--- src/rtl/bm_loader.sv ---
// bm_loader: streams 96 memory words into a staging buffer,
// then commits it to one bitmap register in a single write.
module bm_loader #(
  parameter int W     = 16,
  parameter int B     = 1536,
  parameter int WORDS = B / W,
  parameter int AW    = 16
) (
  input  logic          clk,
  input  logic          rst,
  input  logic          start,
  input  logic [AW-1:0] base_addr,
  input  logic [1:0]    dst,
  output logic          busy,
  output logic          done,
  output logic          mem_rd_en,
  output logic [AW-1:0] mem_addr,
  input  logic [W-1:0]  mem_rd_data,
  input  logic          mem_rd_valid,
  output logic          wbm,
  output logic [1:0]    wbm_addr,
  output logic [B-1:0]  wbm_data
);

  typedef enum logic [1:0] {
    S_IDLE,
    S_REQ,
    S_WAIT,
    S_COMMIT
  } state_e;

  localparam logic [6:0] LAST = 7'(WORDS - 1);

  state_e        state_q, state_d;
  logic [AW-1:0] base_q, base_d;
  logic [1:0]    dst_q, dst_d;
  logic [6:0]    idx_q, idx_d;
  logic [B-1:0]  buf_q, buf_d;

  always_ff @(posedge clk) begin
    if (rst) begin
      state_q <= S_IDLE;
      base_q  <= '0;
      dst_q   <= '0;
      idx_q   <= '0;
      buf_q   <= '0;
    end else begin
      state_q <= state_d;
      base_q  <= base_d;
      dst_q   <= dst_d;
      idx_q   <= idx_d;
      buf_q   <= buf_d;
    end
  end

  always_comb begin
    state_d = state_q;
    base_d  = base_q;
    dst_d   = dst_q;
    idx_d   = idx_q;
    buf_d   = buf_q;
    unique case (state_q)
      S_IDLE: begin
        // dst 3 has no register behind it: drop the request
        if (start && dst != 2'd3) begin
          state_d = S_REQ;
          base_d  = base_addr;
          dst_d   = dst;
          idx_d   = '0;
        end
      end
      S_REQ: begin
        state_d = S_WAIT;
      end
      S_WAIT: begin
        if (mem_rd_valid) begin
          buf_d[W*idx_q +: W] = mem_rd_data;
          if (idx_q == LAST) begin
            state_d = S_COMMIT;
          end else begin
            idx_d   = idx_q + 7'd1;
            state_d = S_REQ;
          end
        end
      end
      S_COMMIT: begin
        state_d = S_IDLE;
      end
      default: begin
        state_d = S_IDLE;
      end
    endcase
  end

  always_comb begin
    busy      = (state_q != S_IDLE);
    mem_rd_en = (state_q == S_REQ);
    mem_addr  = '0;
    if (mem_rd_en) begin
      mem_addr = base_q + AW'(idx_q);
    end
    wbm      = (state_q == S_COMMIT);
    done     = wbm;
    wbm_addr = wbm ? dst_q : 2'd0;
    wbm_data = buf_q;
  end

endmodule

--- config.mk ---
export PLATFORM = sky130hd
export DESIGN_NAME = bm_loader
export DESIGN_NICKNAME = d
export VERILOG_FILES = /design/src/rtl/bm_loader.sv
export SDC_FILE = /design/constraint.sdc
export NUM_CORES = 2
export LEC_CHECK = 0
export CORE_AREA = 8 8 611 613
export CTS_BUF_LIST = sky130_fd_sc_hd__clkbuf_16
export CTS_CLUSTER_DIAMETER = 30
export DETAILED_ROUTE_END_ITERATION = 8
export DIE_AREA = 0 0 619 621
export DONT_BUFFER_PORTS = 1
export GPL_ROUTABILITY_DRIVEN = 0
export PLACE_DENSITY = 0.31
export SLEW_MARGIN = 10
export SYNTH_ARGS = -nofsm -noshare
export SYNTH_HDL_FRONTEND = slang
export SYNTH_SLANG_ARGS = --single-unit
--- constraint.sdc ---
create_clock -name clk -period 9.7 [get_ports clk]
set_input_delay 1.94 -clock clk [delete_from_list [all_inputs] [get_ports clk]]
set_output_delay 1.94 -clock clk [all_outputs]
set_load 0.03 [all_outputs]
======== Word level (Yosys, flattened, before mapping) ========
Cells that the tools add are included.
operators by class
  add/sub/neg operators ................... 3
  eq/ne operators ......................... 8
  shift operators ......................... 2
  multiplexer cells ....................... 11
  reductions and logical operators ........ 8
operators by type and width
  operator                      number
  $bwmux W1536                  1
  $shift A16 B34 Y1536 const A  1
  $shiftx A16 B34 Y1536         1
  $neg A11 Y34                  1
  $mux W7                       3
  $add A16 B7 Y16               1
  $mux W16                      1
  $pmux W7 S2                   1
  $mux W2                       4
  $ne A2 B2 Y1 const B          4
  $pmux W2 S4                   1
  $add A7 B1 Y7 const B         1
  $eq A7 B7 Y1 const B          1
  $reduce_and A2 Y1             3
  $eq A2 B2 Y1 const B          2
  $reduce_and A4 Y1             1
  $reduce_bool A2 Y1            2
  $eq A2 B1 Y1 const B          1
  $logic_not A2 Y1              1
  $logic_and A1 B1 Y1           1
word-level totals
  flip-flop bits (word level) ............. 1563
  bits of input ports ..................... 38
  output and inout port bits .............. 1558
  word-level logic and storage cells ...... 37

======== Depth between registers and ports, before layout ========
  depth after elaboration ................. 4
  mapped depth ............................ 17
  gate-level depth less buffers ........... 10

======== Worst setup path after synthesis ========
OpenSTA, ideal clock, no wires.
  path type ............................... input -> register
  start ................................... in mem_rd_valid
  end ..................................... reg buf_q[967] (netlist: wbm_data[967])
  library setup time ...................... 0.132 ns
  data arrival time ....................... 3.906 ns
  required time ........................... 9.568 ns
  setup slack ............................. 5.662 ns
  stages .................................. 7
  buffers on the path ..................... 2
  path through ............................ and4bb_2 > nand2_1 > buf_1 > a2111oi_4 > buf_4 > nand2_1 > a21oi_1
on the way
  longest elaborated chain between the ends .. 1
ends and longest elaborated chain
  element                             RTL line  RTL
  start, declared                     19        input logic mem_rd_valid,
  $reduce_and A2 Y1 (no source line)  -
  end signal, assigned                52        buf_q <= buf_d;
  end, declared                       38        logic [B-1:0] buf_q, buf_d;
No other way between the ends.
A chain may end at the register's enable or synchronous reset.

======== Final worst setup path ========
  start ................................... reg idx_q[2]
  end ..................................... out mem_addr[9]
on the way
  longest elaborated chain between the ends .. 2
ends and longest elaborated chain
  element                 RTL line  RTL
  start, declared         37        logic [6:0] idx_q, idx_d;
  start signal, assigned  51        idx_q <= idx_d;
  $add A16 B7 Y16         100       mem_addr = base_q + AW'(idx_q);
  $mux W16                99        if (mem_rd_en) begin
  end, declared           17        output logic [AW-1:0] mem_addr,
No other way between the ends.

==> qor.csv <==
stage,metric,value,unit
run_status,status,"finished, final reports clean",
clock_tree,clk_latency,0.97,ns
synthesis,synth_top_area_cell,dfxtp_1,
clock_tree,cts_hold_buffers,0,
drt,vias,53400,
synthesis,yosysUniqueCellTypes,76,
sta,min_period,5.94,ns
synthesis,syn_area_per_cell,8.71,µm²
sta,final-max-slew-violation-count,0,
drt,drc_errors,0,
drt,routed_wl,408000,µm
clock_tree,clk_pin_slew,0.04,ns
sta,tns,0,ns
synthesis,ys_seq_area_frac,0.525,
worst_setup_path,cp_max_fo,19,
grt,overflow,0,
clock_tree,htree_levels,5,
floorplan,fp.dieH,621,µm
clock_tree,cts_root_buffer,clkbuf_16,
synthesis,ys_warn_count,0,
clock_tree,cts_inserted_buffers,451,
placement,dp_hpwl,280000,µm
synthesis,synth_nets,6888,
sta,grt_setup_unrepaired,false,
synthesis,ys.flop_type,dfxtp_1,
floorplan,start_util,0.164,
drt,wire_per_inst,34.0,µm
drt,drt-initial-drc-count,4566,
synthesis,synth_area_leaders,"dfxtp_1, nand2_1, a21oi_1, mux2i_1, clkbuf_1",
clock_tree,cts_resized,0,
grt,antenna_found_initial,45,
sta,hold_viol_final,0,
layout,syn_to_final_growth,34.2,%
power,ir_drop,0.000137,V
layout,drive_gt1_frac,0.144,
drt,dr.pass1.iters,6,
worst_setup_path,critPathArrivalTime,4.00,ns
worst_hold_path,min_path_cells,2,
synthesis,synthCells,6839,
sta,setup_violations,0,
floorplan,core_area,364000,µm²
synthesis,synth_common_cells,"dfxtp_1, nand2_1, a21oi_1",
synthesis,netlist_area,59600,µm²
synthesis,synth_top_area_share,0.525,
placement,port_buffers,0,
floorplan,die_area,384000,µm²
worst_setup_path,cp-end-kind,output pin,
run,drv_cap,0,
worst_setup_path,cp-start-kind,register,
worst_setup_path,critPathKind,register to output pin,
worst_setup_path,rr_worst_depth,12,
sta,relSlewSlack,0.0410,
sta,finClkSkew,0.0702,ns
clock_tree,clockBufferDepth,4,
sta,post-route-period-util,0.612,
grt,gr-usage-all-layers,0.200,
floorplan,ios,1596,
sta,max_clock_freq,168,MHz
layout,final_core_util,0.220,
sta,tightestPinTransition,1.44,ns
clock_tree,tritoncts,yes,
floorplan,die_x,619,µm
layout,nets,6858,
floorplan,core.rowCount,222,
synthesis,ys_ff_latch,1563,
worst_setup_path,required,7.76,ns
clock_tree,post_cts_buffers,0,
synthesis,synth-edff-count,0,
power,power_density,261,nW/µm²
drt,drtAntennaViolNets,0,
grt,grt_pass1_vias,50900,
power,p_leak,28.4,nW
clock_tree,cts.sinks,1563,
worst_hold_path,min_path_type,register to register,
grt,grt_first_pass_wirelength,524000,µm
synthesis,ys_async_sr_fraction,0,
synthesis,synth_most_common_cell,dfxtp_1,
drt,viasPerCell,4.44,
grt,grt_max_degree,323,
final cells by class:
cell class | instances | area (µm²)
well taps | 4816 | 6030
inverters | 15 | 56.3
clock buffers | 454 | 11400
diodes | 25 | 62.6
multi-input cells | 4577 | 26100
fillers | 39600 | 284000
repair buffers | 201 | 1710
clock inverters | 370 | 3310
flip-flops and latches | 1563 | 31300
logic make-up after synthesis:
logic type               count (synthesis)  synth area share
flip-flops                            1563             0.525
multiplexers                           385            0.0647
XOR/XNOR                                19           0.00279
buffers and inverters                  699            0.0487
adder cells (fa/ha/maj)                 11           0.00244
AND/OR/NAND/NOR                       2619             0.208
AO/OA/AOI/OAI                         1543             0.148
power breakdown:
group | internal [W] | switching [W] | total, W | leakage (nW)
Combinational | 0.0000614 | 0.000218 | 0.000279 | 8.32
Clock | 0.00960 | 0.00455 | 0.0141 | 7.45
Sequential | 0.00646 | 0.0000114 | 0.00647 | 12.6
Total | 0.0161 | 0.00478 | 0.0209 | 28.4
stage by stage:
step                instances  setup WS (ns)  instance area (µm²)  hold slack, ns  total power (W)
floorplan                6839           5.66                59600           0.432          0.00677
global placement        11200           4.05                65100           0.445          0.00686
detailed placement      11200           3.94                65100           0.447          0.00686
CTS                     12000           3.75                79800           0.454           0.0212
global route            12000           3.55                79900           0.488           0.0216
finish                  12000           3.76                80000           0.456           0.0209
flip-flops by register name, indices dropped and copies added, names as in the netlist:
register  cells
idx_q         7
dst_q         2
base_q       16
wbm_data   1536
state_q       2
cells in the final DEF (no fill, tap or decap), types with 8 or more instances in the layout:
master,instances
bufinv_16,47
o21ai_0,353
a211oi_2,9
clkinv_1,91
inv_1,99
o21ai_1,20
nor3_2,14
a21oi_1,989
clkinv_16,13
nand4_1,229
nand2_1,1474
or4_1,13
buf_16,8
clkinvlp_4,28
xor2_1,9
o211ai_1,26
mux2i_1,383
nand3_1,117
nor2_1,228
ha_1,10
buf_4,188
and2_4,14
o2111ai_2,16
dfxtp_1,1563
nand2b_1,216
o31ai_1,23
o41ai_1,8
clkbuf_16,454
and3_1,11
a2111oi_4,20
a211oi_4,13
nand3b_1,209
clkinv_2,92
diode_2,25
nand3_2,8
routing by layer:
layer / vias to the layer above / wire length (µm) / global-route usage
met4: 0 / 13700 / 0.0624
met1: 26700 / 149000 / 0.217
li1: 23500 / - / -
met5: - / 0 / 0
met2: 2533 / 204000 / 0.356
met3: 556 / 42000 / 0.0797
critical path, stage by stage (launching register included):
cell	delay, ns
dfxtp_1	0.82
ha_1	0.42
o21ai_0	0.25
o21bai_1	0.13
o22ai_1	0.60
o21ai_0	0.19
a21oi_1	0.68
final timing paths:
check,end,from,slack [ns]
max,mem_addr[9],idx_q[2],3.76
min,dst_q[1],dst_q[1],0.46
max reg2reg,wbm_data[904],idx_q[0],4.03
min reg2reg,dst_q[1],dst_q[1],0.46
Note: power is estimated with default switching activity, not from simulation.
